### src/rtl/xdma_dsc_byp_sched_if.sv
// Signal bundle between the user-side requesters, the bypass scheduler and the
// XDMA descriptor-bypass port. The master modport is the scheduler's view.
interface xdma_dsc_byp_sched_if #(
   parameter int NUM_REQ = 4,
   parameter int IDW     = 2
);
   logic                    en;
   logic [NUM_REQ-1:0]      req_valid;
   logic [NUM_REQ-1:0]      req_ready;
   logic [NUM_REQ*64-1:0]   req_src_addr;
   logic [NUM_REQ*64-1:0]   req_dst_addr;
   logic [NUM_REQ*28-1:0]   req_len;
   logic                    dsc_byp_load;
   logic [63:0]             dsc_byp_src_addr;
   logic [63:0]             dsc_byp_dst_addr;
   logic [27:0]             dsc_byp_len;
   logic [15:0]             dsc_byp_ctl;
   logic                    dsc_byp_ready;
   logic                    done_valid;
   logic [IDW-1:0]          done_id;
   logic                    busy;

   modport master (
      input  en, req_valid, req_src_addr, req_dst_addr, req_len, dsc_byp_ready,
      output req_ready, dsc_byp_load, dsc_byp_src_addr, dsc_byp_dst_addr,
             dsc_byp_len, dsc_byp_ctl, done_valid, done_id, busy
   );

   modport slave (
      output en, req_valid, req_src_addr, req_dst_addr, req_len, dsc_byp_ready,
      input  req_ready, dsc_byp_load, dsc_byp_src_addr, dsc_byp_dst_addr,
             dsc_byp_len, dsc_byp_ctl, done_valid, done_id, busy
   );
endinterface

### src/rtl/xdma_dsc_byp_sched.sv
// Round-robin scheduler sharing one XDMA descriptor-bypass channel among
// NUM_REQ requesters; long transfers are split into MAX_CHUNK descriptors.
module xdma_dsc_byp_sched #(
   parameter int NUM_REQ   = 4,
   parameter int MAX_CHUNK = 4096,
   parameter int IDW       = 2
) (
   input  logic                 axi_aclk,
   input  logic                 axi_aresetn,
   xdma_dsc_byp_sched_if.master bus
);

   localparam logic [27:0] CHUNK   = 28'(MAX_CHUNK);
   localparam logic [63:0] CHUNK64 = 64'(MAX_CHUNK);

   typedef enum logic {IDLE, ISSUE} state_t;

   state_t             state_reg;
   logic [IDW-1:0]     last_grant_reg;
   logic [IDW-1:0]     cur_id_reg;
   logic [63:0]        cur_src_reg;
   logic [63:0]        cur_dst_reg;
   logic [27:0]        rem_reg;
   logic [27:0]        len_reg;
   logic               last_reg;
   logic               load_reg;
   logic               done_valid_reg;
   logic [IDW-1:0]     done_id_reg;

   logic [63:0]        req_src [NUM_REQ];
   logic [63:0]        req_dst [NUM_REQ];
   logic [27:0]        req_len [NUM_REQ];

   logic               win_found;
   logic [IDW-1:0]     win_idx;
   int                 arb_idx;
   logic [NUM_REQ-1:0] grant_onehot;
   logic               accept;
   logic [63:0]        sel_src;
   logic [63:0]        sel_dst;
   logic [27:0]        sel_len;
   logic [27:0]        rem_next;

   genvar gi;
   generate
      for (gi = 0; gi < NUM_REQ; gi++) begin : g_unpack
         assign req_src[gi] = bus.req_src_addr[64*gi +: 64];
         assign req_dst[gi] = bus.req_dst_addr[64*gi +: 64];
         assign req_len[gi] = bus.req_len[28*gi +: 28];
      end
   endgenerate

   function automatic logic [27:0] chunk_of(input logic [27:0] r);
      return (r > CHUNK) ? CHUNK : r;
   endfunction

   // Search starts one past the previous winner so every requester is served in turn.
   always_comb begin
      win_found = 1'b0;
      win_idx   = '0;
      arb_idx   = 0;
      for (int k = 0; k < NUM_REQ; k++) begin
         arb_idx = int'(last_grant_reg) + 1 + k;
         if (arb_idx >= NUM_REQ) begin
            arb_idx = arb_idx - NUM_REQ;
         end
         if (!win_found && bus.req_valid[arb_idx]) begin
            win_found = 1'b1;
            win_idx   = IDW'(arb_idx);
         end
      end
   end

   always_comb begin
      grant_onehot = '0;
      if (state_reg == IDLE && bus.en && win_found) begin
         grant_onehot = {{(NUM_REQ-1){1'b0}}, 1'b1} << win_idx;
      end
   end

   assign accept   = |(bus.req_valid & grant_onehot);
   assign sel_src  = req_src[win_idx];
   assign sel_dst  = req_dst[win_idx];
   assign sel_len  = req_len[win_idx];
   assign rem_next = rem_reg - CHUNK;

   always_ff @(posedge axi_aclk) begin
      if (!axi_aresetn) begin
         state_reg      <= IDLE;
         last_grant_reg <= IDW'(NUM_REQ - 1);
         cur_id_reg     <= '0;
         cur_src_reg    <= '0;
         cur_dst_reg    <= '0;
         rem_reg        <= '0;
         len_reg        <= '0;
         last_reg       <= 1'b0;
         load_reg       <= 1'b0;
         done_valid_reg <= 1'b0;
         done_id_reg    <= '0;
      end else begin
         done_valid_reg <= 1'b0;
         case (state_reg)
            IDLE: begin
               if (accept) begin
                  cur_src_reg    <= sel_src;
                  cur_dst_reg    <= sel_dst;
                  rem_reg        <= sel_len;
                  len_reg        <= chunk_of(sel_len);
                  last_reg       <= (sel_len <= CHUNK);
                  last_grant_reg <= win_idx;
                  cur_id_reg     <= win_idx;
                  if (sel_len != 28'd0) begin
                     state_reg <= ISSUE;
                     load_reg  <= 1'b1;
                  end else begin
                     // Zero-length request completes immediately without a descriptor.
                     done_valid_reg <= 1'b1;
                     done_id_reg    <= win_idx;
                  end
               end
            end
            ISSUE: begin
               if (load_reg && bus.dsc_byp_ready) begin
                  if (last_reg) begin
                     state_reg      <= IDLE;
                     load_reg       <= 1'b0;
                     done_valid_reg <= 1'b1;
                     done_id_reg    <= cur_id_reg;
                  end else begin
                     rem_reg     <= rem_next;
                     cur_src_reg <= cur_src_reg + CHUNK64;
                     cur_dst_reg <= cur_dst_reg + CHUNK64;
                     len_reg     <= chunk_of(rem_next);
                     last_reg    <= (rem_next <= CHUNK);
                  end
               end
            end
            default: state_reg <= IDLE;
         endcase
      end
   end

   assign bus.req_ready        = grant_onehot;
   assign bus.dsc_byp_load     = load_reg;
   assign bus.dsc_byp_src_addr = cur_src_reg;
   assign bus.dsc_byp_dst_addr = cur_dst_reg;
   assign bus.dsc_byp_len      = len_reg;
   assign bus.dsc_byp_ctl      = {11'b0, load_reg & last_reg, 2'b0, load_reg & last_reg, 1'b0};
   assign bus.done_valid       = done_valid_reg;
   assign bus.done_id          = done_id_reg;
   assign bus.busy             = (state_reg == ISSUE);

endmodule

### src/flat_wrapper.sv
// flat-port wrapper written by rule: the top's interface ports become plain ports
module xdma_dsc_byp_sched_flat 
#(
   parameter int NUM_REQ   = 4,
   parameter int MAX_CHUNK = 4096,
   parameter int IDW       = 2
)
  (axi_aclk, axi_aresetn, bus_en, bus_req_valid, bus_req_src_addr, bus_req_dst_addr, bus_req_len, bus_dsc_byp_ready, bus_req_ready, bus_dsc_byp_load, bus_dsc_byp_src_addr, bus_dsc_byp_dst_addr, bus_dsc_byp_len, bus_dsc_byp_ctl, bus_done_valid, bus_done_id, bus_busy);
  xdma_dsc_byp_sched_if #(.NUM_REQ(NUM_REQ), .IDW(IDW)) bus_i ();
  input  logic axi_aclk;
  input  logic axi_aresetn;
  input wire logic [$bits(bus_i.en)-1:0] bus_en;
  input wire logic [$bits(bus_i.req_valid)-1:0] bus_req_valid;
  input wire logic [$bits(bus_i.req_src_addr)-1:0] bus_req_src_addr;
  input wire logic [$bits(bus_i.req_dst_addr)-1:0] bus_req_dst_addr;
  input wire logic [$bits(bus_i.req_len)-1:0] bus_req_len;
  input wire logic [$bits(bus_i.dsc_byp_ready)-1:0] bus_dsc_byp_ready;
  output wire logic [$bits(bus_i.req_ready)-1:0] bus_req_ready;
  output wire logic [$bits(bus_i.dsc_byp_load)-1:0] bus_dsc_byp_load;
  output wire logic [$bits(bus_i.dsc_byp_src_addr)-1:0] bus_dsc_byp_src_addr;
  output wire logic [$bits(bus_i.dsc_byp_dst_addr)-1:0] bus_dsc_byp_dst_addr;
  output wire logic [$bits(bus_i.dsc_byp_len)-1:0] bus_dsc_byp_len;
  output wire logic [$bits(bus_i.dsc_byp_ctl)-1:0] bus_dsc_byp_ctl;
  output wire logic [$bits(bus_i.done_valid)-1:0] bus_done_valid;
  output wire logic [$bits(bus_i.done_id)-1:0] bus_done_id;
  output wire logic [$bits(bus_i.busy)-1:0] bus_busy;
  assign bus_i.en = bus_en;
  assign bus_i.req_valid = bus_req_valid;
  assign bus_i.req_src_addr = bus_req_src_addr;
  assign bus_i.req_dst_addr = bus_req_dst_addr;
  assign bus_i.req_len = bus_req_len;
  assign bus_i.dsc_byp_ready = bus_dsc_byp_ready;
  assign bus_req_ready = bus_i.req_ready;
  assign bus_dsc_byp_load = bus_i.dsc_byp_load;
  assign bus_dsc_byp_src_addr = bus_i.dsc_byp_src_addr;
  assign bus_dsc_byp_dst_addr = bus_i.dsc_byp_dst_addr;
  assign bus_dsc_byp_len = bus_i.dsc_byp_len;
  assign bus_dsc_byp_ctl = bus_i.dsc_byp_ctl;
  assign bus_done_valid = bus_i.done_valid;
  assign bus_done_id = bus_i.done_id;
  assign bus_busy = bus_i.busy;
  xdma_dsc_byp_sched #(.NUM_REQ(NUM_REQ), .MAX_CHUNK(MAX_CHUNK), .IDW(IDW)) u_core (.axi_aclk(axi_aclk), .axi_aresetn(axi_aresetn), .bus(bus_i));
endmodule
### config.mk
export PLATFORM = sky130hd
export DESIGN_NAME = xdma_dsc_byp_sched_flat
export DESIGN_NICKNAME = d
export VERILOG_FILES = /design/src/rtl/xdma_dsc_byp_sched_if.sv /design/src/rtl/xdma_dsc_byp_sched.sv /design/src/flat_wrapper.sv
export SDC_FILE = /design/constraint.sdc
export NUM_CORES = 1
export LEC_CHECK = 0
export BUFFER_PORTS_ARGS = -buffer_cell sky130_fd_sc_hd__buf_4
export CAP_MARGIN = 15
export CORE_AREA = 3 3 313 315
export DETAILED_ROUTE_END_ITERATION = 10
export DIE_AREA = 0 0 316 318
export PLACE_DENSITY_LB_ADDON = 0.2
export SKIP_LAST_GASP = 1
export SLEW_MARGIN = 40
export SYNTH_ARGS = -nofsm -noshare
export SYNTH_HDL_FRONTEND = slang
export SYNTH_SLANG_ARGS = --single-unit
### constraint.sdc
create_clock -name axi_aclk -period 5.33 [get_ports axi_aclk]
set_input_delay 1.599 -clock axi_aclk [delete_from_list [all_inputs] [get_ports axi_aclk]]
set_output_delay 1.599 -clock axi_aclk [all_outputs]
set_load 0.05 [all_outputs]
==> impl_metrics.json <==
{
  "synth_adder_area_share_pct": 0.413,
  "fp.dieW_um": 316,
  "reported_leakage_power_uw": 0.0101,
  "synthTopCellsByCount": "683 x sky130_fd_sc_hd__nand2_1, 207 x sky130_fd_sc_hd__nand3_1, 201 x sky130_fd_sc_hd__a21oi_1, 194 x sky130_fd_sc_hd__dfxtp_1, 144 x sky130_fd_sc_hd__o21ai_0",
  "period_share_pct": 91.4,
  "clock_sinks": 194,
  "layout-area-overhead-vs-synth_pct": 52.6,
  "fin_worst_skew_ns": 0.0207,
  "fp-row-count": 113,
  "design_area_um2": 23100,
  "finalNetCount": 3676,
  "number_of_enable_flip_flop_cells_after_synthesis": 0,
  "worst_ir_drop_vdd_mv": 0.236,
  "grtUsageTotal_pct": 18.8,
  "synth_cell_types": 67,
  "sum_of_overflow_across_all_layers_after_global_routing": 0,
  "max-clock-path-buffers": 2,
  "crit_chain": "buf_4, nand2b_1, a21boi_0, o21bai_4, buf_4, nor3_4, buf_4",
  "hold_path.startpoint": "u_core.bus.done_id[1]",
  "async_flop_share_pct": 0,
  "grt_pass1_wl_um": 139000,
  "unrepaired_setup_endpoints_after_global_routing": "false",
  "total_of_buffers_placed_on_input_and_output_ports": 798,
  "final_layout_size_suffix_gt1_share_pct": 30.8,
  "post-cts-setup-buffer-count": 0,
  "crit_top_cell": "sky130_fd_sc_hd__buf_4",
  "placed_area_um2": 22500,
  "effective_utilization_at_floorplan_pct": 15.9,
  "clockRootBuffer": "sky130_fd_sc_hd__clkbuf_16",
  "critical_path.max_stage_delay_ns": 0.45,
  "worst-slew-pin-transition_ns": 0.926,
  "max_freq_mhz": 205,
  "clock_tree.htree_level_count": 4,
  "hold-worst-slack_ns": 0.466,
  "netlist.top_cell.by_area": "sky130_fd_sc_hd__dfxtp_1",
  "path_clk_slew_ns": 0.08,
  "worst-r2r-cell-count": 8,
  "r2r-end": "u_core.bus.dsc_byp_src_addr[42]",
  "first_iter_violations": 1401,
  "worst_endpoint_data_arrival_time_ns": 3.27,
  "pwr_density_cell_nw_per_um2": 261,
  "routed_wirelength_um": 98500,
  "fin_crit_ns": 4.87,
  "maxcap_violations": 0,
  "numCtsBuffers": 17,
  "crit_type": "primary input to output port",
  "fp.dieArea_um2": 100000,
  "drt_drc_violations_left": 0,
  "maximum_number_of_pins_on_one_net_before_global_route_repair": 103,
  "yosys-mux-area-fraction_pct": 2.56,
  "critical_path_maximum_fanout": 21,
  "worstSetupStartpointType": "primary input",
  "rr_startpoint": "u_core.bus.dsc_byp_src_addr[21]",
  "synth.most_common_cell": "sky130_fd_sc_hd__nand2_1",
  "tritoncts": "done",
  "min_delay_path_depth": 2,
  "hpwlAfterDp_um": 77500,
  "vias": 19928,
  "critical_path.endpoint_type": "output port",
  "synth_sequential_area_ratio_pct": 25.6,
  "routedWlPerCell_um": 22.8,
  "number_of_instances_resized_during_post_cts_repair": 0,
  "syn_inst": 2377,
  "timing.reg2reg.setup_slack_ns": 1.63,
  "gpl.final_weighted_congestion": 0.877,
  "area_fraction_in_compound_gates_after_synthesis_pct": 26.0,
  "timing.final.setup_violations": 0,
  "slew_violations": 0,
  "cp_slowest_cell": "sky130_fd_sc_hd__a21boi_0",
  "hold_path_class": "register to register",
  "max_slew_margin_pct": 37.7,
  "synth_simple_gate_area_share_pct": 38.0,
  "post_drt_via_cell_ratio": 4.61,
  "run_status": "finished, final reports clean",
  "largest_family_of_logic_cells_by_synthesized_area": "simple AND/OR/NAND/NOR gates",
  "cts_hold_repair.buffers": 0,
  "synth.avg_cell_area_um2": 6.37,
  "postSynthRegisterBits": 194,
  "cells_taking_the_most_area_after_synthesis": "sky130_fd_sc_hd__dfxtp_1 26%, sky130_fd_sc_hd__nand2_1 17%, sky130_fd_sc_hd__nand3_1 6.8%",
  "timing.final.hold_violations": 0,
  "synth_largest_type_area_fraction_pct": 25.6,
  "clock_insertion_delay_worst_skew_ns": 0.50,
  "worst-endpoint-required_ns": 3.73,
  "synth.yosys.warnings": 0,
  "grt_pass1_vias": 19529,
  "synthXorXnorAreaFrac_pct": 0.116,
  "floorplan.die.height_um": 318,
  "io_pins": 813,
  "core_um2": 95200,
  "drt_pre_antenna_iters": 7,
  "post_synth_instance_area_um2": 15100,
  "grt_antenna_before_repair": 4,
  "worst_hold_path.endpoint": "u_core.bus.done_id[1]",
  "ys.flop_type": "sky130_fd_sc_hd__dfxtp_1",
  "ant_nets": 0,
  "fin_util_pct": 24.3
}
how the worst max path moves through the flow:
stage                  endpoint  slack (ns)              from
3_3_place_gp   bus_req_ready[0]        0.47  bus_req_valid[3]
3_5_place_dp   bus_req_ready[0]        0.44  bus_req_valid[3]
4_1_cts        bus_req_ready[0]        0.43  bus_req_valid[3]
6_report       bus_req_ready[0]        0.46  bus_req_valid[3]
5_1_grt        bus_req_ready[0]        0.32  bus_req_valid[3]
2_1_floorplan  bus_req_ready[1]       -0.04  bus_req_valid[1]
per-stage QoR:
stage | total power (µW) | setup TNS (ns) | instances | worst slack, ns
after floorplan | 3390 | -0.0412 | 2390 | -0.0412
after CTS | 6160 | 0 | 4317 | 0.432
after global routing | 6420 | 0 | 4317 | 0.323
final | 6030 | 0 | 4319 | 0.459
after detailed placement | 4690 | 0 | 4285 | 0.436
after global placement | 4690 | 0 | 4285 | 0.465
area by class of cell:
cell class,instances,area (µm²)
Multi-Input combinational cell,1937,10300
Clock buffer,18,429
Fill cell,10880,72000
Tap cell,1265,1580
Sequential cell,194,3890
Inverter,37,141
Timing Repair Buffer,852,6570
Clock inverter,14,170
Antenna cell,2,5.00
worst max-delay path, delay by kind of cell:
family,cells,cell delay [ns]
compound gates,2,0.73
buf+inv,3,0.65
simple gates,2,0.27
metal layers:
layer | vias up | share of wire, % | global-route usage [%]
met5 | - | 0 | 0
met2 | 750 | 48 | 31.5
met3 | 86 | 7.6 | 4.85
met1 | 9357 | 42 | 23.5
met4 | 0 | 2.7 | 5.41
li1 | 9735 | - | -
power by group:
part	internal [µW]	switching (µW)
clock network	673	747
logic	1040	1780
registers	1590	202
cells by family after synthesis:
group,count (synthesis)
compound gates,634
xor+xnor,2
fa+ha+maj,5
buf+inv,259
flops,194
mux,22
other cells,1
simple gates,1260
cells in the final DEF (no fill, tap or decap), drive strengths merged, types with 9 or more instances in the layout:
cell and n:
a311oi 34, a31oi 63, dfxtp 194, a21oi 201
clkbuf 18, inv 43, and3 84, and2 46
o22ai 39, mux4 13, a21boi 51, a22oi 30
nor4 22, nand2 683, nor3 43, or3 13
nand3 207, o21ai 144, a22o 9, nor2 70
nor2b 23, conb 14, buf 852, o221a 10
nand4 28
Power figures use the tool's default switching activity.
